### src/rtl/serial_add_pkg.sv
// Shared definitions for the bit-serial add controller: FSM state encoding
// and the default operand width.
package serial_add_pkg;

    // Default operand/result width in bits (must be >= 2).
    localparam int SERIAL_ADD_WIDTH = 4;

    // Controller states.
    typedef enum logic [1:0] {
        IDLE = 2'd0,
        RUN  = 2'd1,
        DONE = 2'd2
    } state_e;

endpackage

### src/rtl/serial_fa_cell.sv
// Combinational 1-bit full adder. The serial controller time-multiplexes
// this single cell over all operand bits.
module serial_fa_cell (
    input  logic a_i,
    input  logic b_i,
    input  logic cin_i,
    output logic s_o,
    output logic c_o
);

    // Sum and carry of three input bits.
    always_comb begin
        s_o = a_i ^ b_i ^ cin_i;
        c_o = (a_i & b_i) | (a_i & cin_i) | (b_i & cin_i);
    end

endmodule

### src/rtl/serial_add_ctrl.sv
// Bit-serial add controller. Sequences one full-adder cell over WIDTH cycles,
// LSB first, and registers the WIDTH-bit sum and final carry.
// Optional feature: define SERIAL_ADD_SUB_EN to build in subtraction
// (sub=1 computes a-b mod 2^WIDTH, cout=1 meaning no borrow).
//
// Handshake: start is sampled only in IDLE or DONE; the edge that samples it
// high captures a, b and sub and moves to RUN. busy is high for exactly WIDTH
// cycles, then done pulses for one cycle while sum/cout hold the new result.
// start during RUN is ignored; back-to-back starts are accepted from DONE.
module serial_add_ctrl
    import serial_add_pkg::*;
#(
    parameter int WIDTH = SERIAL_ADD_WIDTH,
    parameter int CNT_W = $clog2(WIDTH)
) (
    input  logic             clk,
    input  logic             reset,
    input  logic             start,
    input  logic [WIDTH-1:0] a,
    input  logic [WIDTH-1:0] b,
    input  logic             sub,
    output logic             busy,
    output logic             done,
    output logic [WIDTH-1:0] sum,
    output logic             cout
);

    state_e             state_q;
    logic [WIDTH-1:0]   a_sr_q;
    logic [WIDTH-1:0]   b_sr_q;
    logic [WIDTH-1:0]   s_sr_q;
    logic               carry_q;
    logic [CNT_W-1:0]   cnt_q;
    logic               busy_q;
    logic               done_q;
    logic [WIDTH-1:0]   sum_q;
    logic               cout_q;

    // Values loaded into the B shift register and carry flip-flop on accept.
    logic [WIDTH-1:0]   b_load_d;
    logic               carry_load_d;

    // Full-adder cell outputs for the current bit.
    logic               fa_s;
    logic               fa_c;

    // The LSB of the sum shift register is overwritten by the incoming bit
    // on the completion edge, so it is never read.
    logic               unused_s_lsb;
    assign unused_s_lsb = s_sr_q[0];

`ifdef SERIAL_ADD_SUB_EN
    // Subtraction as a + ~b + 1: invert B and seed the carry with 1.
    always_comb begin
        b_load_d     = sub ? ~b : b;
        carry_load_d = sub;
    end
`else
    logic unused_sub;
    assign unused_sub = sub;

    // Addition only: operands load unchanged with a zero carry-in.
    always_comb begin
        b_load_d     = b;
        carry_load_d = 1'b0;
    end
`endif

    serial_fa_cell u_fa (
        .a_i   (a_sr_q[0]),
        .b_i   (b_sr_q[0]),
        .cin_i (carry_q),
        .s_o   (fa_s),
        .c_o   (fa_c)
    );

    // Controller FSM with its datapath registers and registered outputs.
    always_ff @(posedge clk) begin
        if (reset) begin
            state_q <= IDLE;
            a_sr_q  <= '0;
            b_sr_q  <= '0;
            s_sr_q  <= '0;
            carry_q <= 1'b0;
            cnt_q   <= '0;
            busy_q  <= 1'b0;
            done_q  <= 1'b0;
            sum_q   <= '0;
            cout_q  <= 1'b0;
        end else begin
            done_q <= 1'b0;
            case (state_q)
                IDLE, DONE: begin
                    busy_q <= 1'b0;
                    if (start) begin
                        a_sr_q  <= a;
                        b_sr_q  <= b_load_d;
                        carry_q <= carry_load_d;
                        cnt_q   <= '0;
                        busy_q  <= 1'b1;
                        state_q <= RUN;
                    end else begin
                        state_q <= IDLE;
                    end
                end
                RUN: begin
                    a_sr_q  <= {1'b0, a_sr_q[WIDTH-1:1]};
                    b_sr_q  <= {1'b0, b_sr_q[WIDTH-1:1]};
                    s_sr_q  <= {fa_s, s_sr_q[WIDTH-1:1]};
                    carry_q <= fa_c;
                    cnt_q   <= cnt_q + CNT_W'(1);
                    if (cnt_q == CNT_W'(WIDTH - 1)) begin
                        sum_q   <= {fa_s, s_sr_q[WIDTH-1:1]};
                        cout_q  <= fa_c;
                        busy_q  <= 1'b0;
                        done_q  <= 1'b1;
                        state_q <= DONE;
                    end
                end
                default: begin
                    busy_q  <= 1'b0;
                    state_q <= IDLE;
                end
            endcase
        end
    end

    assign busy = busy_q;
    assign done = done_q;
    assign sum  = sum_q;
    assign cout = cout_q;

endmodule
### config.mk
export PLATFORM = sky130hd
export DESIGN_NAME = serial_add_ctrl
export DESIGN_NICKNAME = d
export VERILOG_FILES = /design/src/rtl/serial_add_pkg.sv /design/src/rtl/serial_fa_cell.sv /design/src/rtl/serial_add_ctrl.sv
export SDC_FILE = /design/constraint.sdc
export NUM_CORES = 1
export LEC_CHECK = 0
export BUFFER_PORTS_ARGS = -buffer_cell sky130_fd_sc_hd__buf_4
export CORE_AREA = 2 2 45 47
export DETAILED_ROUTE_END_ITERATION = 12
export DIE_AREA = 0 0 47 49
export GPL_TIMING_DRIVEN = 0
export PLACE_DENSITY = 0.82
export SYNTH_ARGS = -nofsm -noshare
export SYNTH_HDL_FRONTEND = slang
export SYNTH_SLANG_ARGS = --single-unit
### constraint.sdc
create_clock -name clk -period 1.5 [get_ports clk]
set_input_delay 0.225 -clock clk [delete_from_list [all_inputs] [get_ports clk]]
set_output_delay 0.225 -clock clk [all_outputs]
set_load 0.02 [all_outputs]
==> results.py, run 1 <==
metrics = {
    "outcome": {
        "status": "finished clean",
    },
    "final_layout": {
        "multiInputGateArea_um2": 375,
        "instances_no_fill": 149,
        "final_util_pct": 58.8,
        "drive_gt1_share_pct": 22.1,
        "finalNetCount": 137,
        "regArea_um2": 460,
        "nFillCells": 185,
        "area_growth_pct": 21.0,
        "n_antenna_cell": 0,
        "post-route-cell-area_um2": 1080,
    },
    "power": {
        "combPwrFrac_pct": 14.2,
        "p_total_mw": 1.09,
        "p_int_mw": 0.821,
        "p_sw_share_pct": 24.8,
        "ir_worst_vdd_v": 0.000533,
        "switchingPower_mw": 0.271,
        "powerDensity_nw_per_um2": 1010,
        "clock_power_share_pct": 25.2,
        "total_leakage_power_nw": 0.423,
        "seq_power_share_pct": 60.6,
    },
    "logic_synthesis": {
        "yosysTopAreaCell": "dfxtp_1",
        "yosysUniqueCellTypes": 20,
        "seq_area_frac_synth_pct": 51.5,
        "synthCells": 101,
        "ys_seq_elements": 23,
        "yosys.cell_count.top_type": "dfxtp_1",
        "avgSynthCellArea_um2": 8.86,
        "synth_nets": 115,
        "synthTopCellsByCount": "dfxtp_1 (23), nand2_1 (15), a21oi_1 (14), nor3_1 (12), nand3_1 (10)",
        "ys_top_cells_by_area": "dfxtp_1 (51%), a21oi_1 (7.8%), nor3_1 (6.7%)",
        "synth_top_cell_area_share_pct": 51.5,
        "synth_area_um2": 895,
        "synthFlopType": "dfxtp_1",
        "ys_warn_count": 0,
        "synth-edff-count": 0,
        "synthArstFlopShare_pct": 0,
    },
    "timing": {
        "fin_ws_ps": 212,
        "max_slew.worst_pin.slew_ps": 476,
        "fin_skew_ps": 2.84,
        "fmax_ghz": 0.777,
        "setup-tns-final_ps": 0,
        "timing_hold_violations_final": 0,
        "rsz0062_at_grt": "no",
        "period_needed_ps": 1290,
        "fin_hold_ws_ps": 104,
        "slew_headroom_pct": 68.2,
        "min_period_over_period_pct": 85.9,
        "finalMaxSlewViolations": 0,
        "setup_violations": 0,
    },
    "global_route": {
        "grt_use_met3_pct": 5.19,
        "grt.overflow.total": 0,
        "use_met2_pct": 28.8,
        "grt_max_degree": 13,
        "grt_pass1_wl_um": 3080,
        "grt_pass1_vias": 731,
        "met1_usage_pct": 22.1,
        "top_usage_layer": "met2",
        "antenna_found_initial": 0,
        "grt.total_usage_pct": 18.4,
    },
    "routing": {
        "drt-initial-drc-count": 12,
        "vias": 766,
        "wl_um": 1700,
        "wl_per_cell_um": 11.4,
        "via_per_inst": 5.14,
        "dr.pass1.iters": 4,
        "ant_nets": 0,
        "drc": 0,
    },
    "place": {
        "placed_area_um2": 1060,
        "dpl.cell_count": 145,
        "io_buffers": 17,
        "hpwl_um": 1250,
        "dpl_worst_slack_ps": 204,
        "place_congestion": 0.766,
    },
    "critical_path": {
        "arrival_ps": 1470,
        "cp_cell_sequence": "ha_1 -> clkbuf_2 -> nand3b_1 -> nand2_1 -> a21oi_1",
        "start_kind": "flip-flop",
        "slowest_stage": "dfxtp_1",
        "path_class": "reg -> reg",
        "cpPeakStageDelay_ps": 380,
        "crit_fanout": 8,
        "critPathRequiredTime_ps": 1690,
        "worstSetupEndpointType": "flip-flop",
    },
    "floorplan": {
        "rows": 16,
        "ioPinCount": 19,
        "coreArea_um2": 1840,
        "die_h_um": 49,
        "die_w_um": 47,
        "start_util_pct": 48.6,
        "dieArea_um2": 2300,
    },
    "min_path": {
        "hold_class": "in -> reg",
    },
    "clock_tree": {
        "post_cts_buffers": 0,
        "cts_buffer_depth": 2,
        "cts_buffers": 3,
        "cts_tree": "yes",
        "cts.repair.resized": 0,
        "clock_latency_ps": 310,
        "clk_pin_slew_ps": 110,
        "cts_root_buffer": "clkbuf_4",
        "clock_sinks": 23,
        "holdBufCountCts": 0,
        "cts_max_level": 1,
    },
    "flow_run": {
        "maxCapViolations": 0,
    },
}
[cell type report]
type | count | share of cell area [%]
Sequential cell | 23 | 42.5
Tap cell | 27 | 3.12
Multi-Input combinational cell | 70 | 34.7
Clock buffer | 4 | 2.43
Buffer | 8 | 5.43
Timing Repair Buffer | 17 | 11.8
[cell families after synthesis]
kind of cell / count (synthesis) / synth area share [%]
DFF: 23 / 51.5
buffers and inverters: 8 / 6.57
adders and majority gates: 2 / 3.64
and+or+nand+nor: 47 / 25.5
AOI/OAI and AO/OA: 21 / 12.9
[sequential cells by signal, summed over array words and instances, names as in the netlist]
| name | cells |
|---|---|
| cout | 1 |
| b_sr_q | 4 |
| s_sr_q | 3 |
| cnt_q | 2 |
| sum | 4 |
| busy | 1 |
| done | 1 |
| a_sr_q | 4 |
| state_q | 2 |
| carry_q | 1 |
[power by group through the flow]
stage,Clock [mW],Combinational (mW),Sequential [mW]
global placement,0,0.153,0.673
global route,0.316,0.175,0.666
detailed placement,0,0.156,0.675
floorplan,0,0.108,0.672
CTS,0.292,0.157,0.662
finish,0.275,0.155,0.661
[critical path: cells and delay by family, from the launching register on]
kind / cells / cell delay, ps
adders and majority gates: 1 / 150
buffers and inverters: 1 / 190
and+or+nand+nor: 2 / 370
DFF: 1 / 380
AOI/OAI and AO/OA: 1 / 70
[final timing paths]
path	cells after the start	start	slack (ps)	end
worst min register to register	2	sum[0]$_SDFFE_PP0P_	460	sum[0]$_SDFFE_PP0P_
worst max-delay path	5	cnt_q[0]$_SDFFE_PP0P_	210	sum[1]$_SDFFE_PP0P_
worst min-delay path	2	reset	100	a_sr_q[0]$_SDFFE_PP0P_
worst max register to register	5	cnt_q[0]$_SDFFE_PP0P_	210	sum[1]$_SDFFE_PP0P_
[cells in the final DEF, fill, tap and decap left out, drive strengths merged]
cell type and count:
nand3 10, ha 1, and2b 1, a21oi 14
fa 1, nand2 15, nor3 12, buf 22
dfxtp 23, o22ai 6, o21a 1, nor2b 1
nor2 3, nand3b 2, nand2b 3, clkbuf 7
[routing by layer]
layer	share of wire [%]	vias up	wire (um)
li1	-	395	-
met1	43	344	736
met2	48	24	822
met3	6.2	3	105
met4	2.2	0	38
met5	0	-	0
Note: power is estimated with default switching activity, not from simulation.
==> run 2, diff against run 1 <==
- CELL_PAD_IN_SITES_DETAIL_PLACEMENT: not set -> 1
- CELL_PAD_IN_SITES_GLOBAL_PLACEMENT: not set -> 1
- CORE_AREA: 2 2 45 47 -> 2 2 52 54
- DIE_AREA: 0 0 47 49 -> 0 0 54 56
- PLACE_DENSITY: 0.82 -> 0.81
==> results.py, run 2 (synthesis results as in run 1) <==
metrics = {
    "outcome": {
        "status": "finished clean",
    },
    "power": {
        "total_leakage_power_nw": 0.423,
        "powerDensity_nw_per_um2": 1020,
        "ir_worst_vdd_v": 0.000418,
    },
    "clock_tree": {
        "clock_latency_ps": 300,
        "cts_buffer_depth": 2,
        "holdBufCountCts": 0,
        "clk_pin_slew_ps": 130,
        "post_cts_buffers": 0,
        "cts_buffers": 3,
        "cts_root_buffer": "clkbuf_4",
        "clock_sinks": 23,
        "cts.repair.resized": 0,
        "cts_max_level": 1,
        "cts_tree": "yes",
    },
    "place": {
        "place_congestion": 0.688,
        "dpl_worst_slack_ps": 180,
        "io_buffers": 17,
        "hpwl_um": 1530,
        "placed_area_um2": 1060,
    },
    "critical_path": {
        "start_kind": "flip-flop",
        "slowest_stage": "dfxtp_1",
        "arrival_ps": 1500,
        "cpPeakStageDelay_ps": 370,
        "crit_fanout": 8,
        "cp_cell_sequence": "ha_1 -> clkbuf_2 -> nand3b_1 -> nand2_1 -> a21oi_1",
        "worstSetupEndpointType": "flip-flop",
        "r2r_end": "cout$_SDFFE_PP0P_",
        "rr_startpoint": "cnt_q[0]$_SDFFE_PP0P_",
        "r2r_setup_slack_ps": 190,
        "critPathRequiredTime_ps": 1690,
        "cp_num_buf_inv": 1,
        "critical-path-top-delay-family": "simple AND/OR/NAND/NOR gates",
        "path_class": "reg -> reg",
        "reg2reg_depth": 5,
    },
    "floorplan": {
        "die_w_um": 54,
        "ioPinCount": 19,
        "coreArea_um2": 2430,
        "start_util_pct": 36.8,
        "rows": 18,
        "dieArea_um2": 3020,
        "die_h_um": 56,
    },
    "timing": {
        "fmax_ghz": 0.762,
        "fin_skew_ps": 7.94,
        "setup-tns-final_ps": 0,
        "finalMaxSlewViolations": 0,
        "max_slew.worst_pin.slew_ps": 495,
        "min_period_over_period_pct": 87.5,
        "setup_violations": 0,
        "slew_headroom_pct": 67.0,
        "period_needed_ps": 1310,
        "rsz0062_at_grt": "no",
        "timing_hold_violations_final": 0,
        "fin_ws_ps": 188,
    },
    "routing": {
        "wl_per_cell_um": 13.5,
        "via_per_inst": 5.13,
        "vias": 779,
        "drc": 0,
        "drt-initial-drc-count": 11,
        "wl_um": 2050,
        "dr.pass1.iters": 4,
        "ant_nets": 0,
    },
    "global_route": {
        "grt_max_degree": 13,
        "grt_pass1_vias": 793,
        "grt_pass1_wl_um": 3550,
        "grt.total_usage_pct": 15.9,
        "grt.overflow.total": 0,
        "antenna_found_initial": 0,
    },
    "min_path": {
        "hold_class": "in -> reg",
        "min_from": "reset",
        "hold_end": "b_sr_q[0]$_SDFFE_PP0P_",
        "hold_depth": 2,
    },
    "final_layout": {
        "post-route-cell-area_um2": 1090,
        "layout_common_cells": "dfxtp_1 (23), buf_4 (18), nand2_1 (15), a21oi_1 (14), nor3_1 (12)",
        "layout_commonest_cell": "dfxtp_1",
        "drive_gt1_share_pct": 22.1,
        "area_growth_pct": 21.4,
        "n_antenna_cell": 0,
        "finalNetCount": 137,
        "final_util_pct": 44.7,
    },
    "flow_run": {
        "maxCapViolations": 0,
    },
}
==> run 2: cell counts in the layout (fill, tap and decap cells not counted) <==
No cell type changed its count.
==> run 2: routing by layer <==
metal	up-vias	part of all wire (%)	GRT usage [%]
li1	394	-	-
met1	368	46	20.3
met2	15	50	25.4
met3	2	2.7	1.61
met4	0	1.3	8.57
met5	-	0	0
==> run 2: how the worst max path moves through the flow <==
stage | start | to | slack, ps | cells past startpoint
after detailed placement | cnt_q[0]$_SDFFE_PP0P_ | cout$_SDFFE_PP0P_ | 180 | 5
after floorplan | carry_q$_SDFFE_PP0P_ | sum[3]$_SDFFE_PP0P_ | 420 | 3
final | cnt_q[0]$_SDFFE_PP0P_ | cout$_SDFFE_PP0P_ | 190 | 5
after CTS | cnt_q[0]$_SDFFE_PP0P_ | cout$_SDFFE_PP0P_ | 160 | 5
after global routing | cnt_q[0]$_SDFFE_PP0P_ | sum[1]$_SDFFE_PP0P_ | 40 | 5
after global placement | cnt_q[0]$_SDFFE_PP0P_ | sum[0]$_SDFFE_PP0P_ | 250 | 5
==> run 2: worst register-to-register path, delay by kind of cell (launching register included) <==
| family | cells | cell delay (ps) |
|---|---|---|
| buf+inv | 1 | 200 |
| compound gates | 1 | 70 |
| flops | 1 | 370 |
| simple gates | 2 | 410 |
| fa+ha+maj | 1 | 150 |
==> run 2: stage by stage <==
stage | power (mW) | hold WS, ps | std cells
3_5_place_dp | 0.838 | 436 | 148
4_1_cts | 1.12 | 98.7 | 152
6_report | 1.11 | 115 | 152
3_3_place_gp | 0.831 | 436 | 148
5_1_grt | 1.17 | 96.0 | 152
2_1_floorplan | 0.780 | 304 | 101
==> run 2: final cells by class <==
type                       instances  area (um^2)
sequential                        23          460
tap                               30         37.5
clock buffer                       4         26.3
multi-input combinational         70          375
fill                             291         1350
buffer                             8         58.8
timing repair buffer              17          128
==> run 2: power breakdown <==
group          switching [mW]  internal (mW)
logic                  0.0852         0.0764
registers              0.0210          0.642
clock network           0.178          0.104
total                   0.284          0.822
==> run 3, diff against run 2 <==
- CORE_AREA: 2 2 52 54 -> 2 2 50 52
- DIE_AREA: 0 0 54 56 -> 0 0 52 54
- PLACE_DENSITY: 0.81 -> 0.86
- clock period: 1.5 -> 1.56 ns (I/O delays scaled with it)
==> results.py, run 3 (synthesis results as in run 1) <==
metrics = {
    "outcome": {
        "status": "finished clean",
    },
    "min_path": {
        "hold_end": "b_sr_q[0]$_SDFFE_PP0P_",
        "min_from": "reset",
        "hold_class": "in -> reg",
        "hold_depth": 2,
    },
    "clock_tree": {
        "clock_latency_ps": 300,
        "cts_buffer_depth": 2,
        "cts_buffers": 3,
        "cts_tree": "yes",
        "clock_sinks": 23,
        "holdBufCountCts": 0,
        "post_cts_buffers": 0,
        "clk_pin_slew_ps": 130,
        "cts_root_buffer": "clkbuf_4",
        "cts_max_level": 1,
        "cts.repair.resized": 0,
    },
    "final_layout": {
        "nFillCells": 281,
        "drive_gt1_share_pct": 23.0,
        "n_antenna_cell": 0,
        "area_growth_pct": 21.5,
        "instances_no_fill": 152,
        "layout_common_cells": "dfxtp_1 (23), buf_4 (18), nand2_1 (15), a21oi_1 (14), nor3_1 (12)",
        "layout_commonest_cell": "dfxtp_1",
        "finalNetCount": 137,
        "post-route-cell-area_um2": 1090,
    },
    "global_route": {
        "grt_max_degree": 14,
        "grt.overflow.total": 0,
        "grt_pass1_vias": 718,
        "top_usage_layer": "met2",
        "grt_pass1_wl_um": 3130,
        "use_met2_pct": 25.5,
        "grt_use_met3_pct": 1.67,
        "antenna_found_initial": 0,
        "grt.total_usage_pct": 14.9,
        "met1_usage_pct": 19.4,
    },
    "flow_run": {
        "maxCapViolations": 0,
    },
    "floorplan": {
        "rows": 18,
        "die_w_um": 52,
        "start_util_pct": 38.6,
        "die_h_um": 54,
        "coreArea_um2": 2320,
        "ioPinCount": 19,
        "dieArea_um2": 2810,
    },
    "critical_path": {
        "path_class": "reg -> reg",
        "crit_fanout": 8,
        "r2r_end": "cout$_SDFFE_PP0P_",
        "r2r_setup_slack_ps": 250,
        "reg2reg_depth": 5,
        "start_kind": "flip-flop",
        "worstSetupEndpointType": "flip-flop",
        "arrival_ps": 1490,
        "rr_startpoint": "cnt_q[0]$_SDFFE_PP0P_",
        "critPathRequiredTime_ps": 1750,
    },
    "timing": {
        "slew_headroom_pct": 66.5,
        "timing_hold_violations_final": 0,
        "period_needed_ps": 1310,
        "fin_hold_ws_ps": 123,
        "min_period_over_period_pct": 83.9,
        "rsz0062_at_grt": "no",
        "fin_skew_ps": 9.03,
        "max_slew.worst_pin.slew_ps": 503,
        "fmax_ghz": 0.764,
        "finalMaxSlewViolations": 0,
        "setup_violations": 0,
        "setup-tns-final_ps": 0,
    },
    "routing": {
        "ant_nets": 0,
        "via_per_inst": 5.12,
        "dr.pass1.iters": 3,
        "wl_per_cell_um": 12.9,
        "vias": 778,
        "wl_um": 1960,
        "drc": 0,
        "drt-initial-drc-count": 9,
    },
    "place": {
        "dpl.cell_count": 148,
        "place_congestion": 0.766,
        "io_buffers": 17,
        "placed_area_um2": 1060,
        "hpwl_um": 1410,
    },
    "power": {
        "total_leakage_power_nw": 0.426,
        "ir_worst_vdd_v": 0.000408,
        "p_total_mw": 1.06,
        "powerDensity_nw_per_um2": 975,
    },
}
==> run 3: changes by cell type in the layout (fill, tap and decap cells not counted) <==
cell	previous run	this run
clkbuf_1	3	2
clkinv_2	0	1
==> run 3: worst max-delay path by stage <==
stage,start,end,slack [ps],depth (start not counted)
final,cnt_q[0]$_SDFFE_PP0P_,cout$_SDFFE_PP0P_,250,5
after global routing,cnt_q[0]$_SDFFE_PP0P_,cout$_SDFFE_PP0P_,120,5
after CTS,cnt_q[0]$_SDFFE_PP0P_,cout$_SDFFE_PP0P_,240,5
after detailed placement,cnt_q[0]$_SDFFE_PP0P_,cout$_SDFFE_PP0P_,260,5
after global placement,cnt_q[0]$_SDFFE_PP0P_,sum[0]$_SDFFE_PP0P_,310,5
after floorplan,carry_q$_SDFFE_PP0P_,sum[3]$_SDFFE_PP0P_,480,3
==> run 3: area by class of cell <==
| cell class | instances | area (um^2) | area share (%) |
|---|---|---|---|
| clock inverter | 1 | 5.00 | 0.460 |
| timing repair buffer | 17 | 128 | 11.7 |
| multi-input combinational | 70 | 375 | 34.5 |
| sequential | 23 | 460 | 42.3 |
| buffer | 8 | 58.8 | 5.41 |
| clock buffer | 3 | 22.5 | 2.07 |
| tap | 30 | 37.5 | 3.45 |
==> run 3: critical path, cell delays in order (launching register included) <==
cell and delay (ps):
dfxtp_1 370, ha_1 150, clkbuf_2 200, nand3b_1 250
nand2_1 140, a21oi_1 70
==> run 3: metal layers <==
layer  vias to the layer above  part of all wire [%]  routed length [um]
li1                        394                     -                   -
met1                       376                    48                 951
met5                         -                     0                   0
met3                         2                   2.0                  40
met4                         0                  0.97                  19
met2                         6                    48                 951
==> run 3: through the flow <==
step           utilization [%]  setup slack, ps
3_3_place_gp              45.7              314
5_1_grt                   46.9              121
4_1_cts                   46.9              241
2_1_floorplan                -              479
6_report                  46.9              252
3_5_place_dp              45.7              264
==> run 3: report_power, final <==
group	switching, mW	internal (mW)
clock network	0.173	0.0955
logic	0.0817	0.0738
registers	0.0192	0.617
total	0.274	0.786
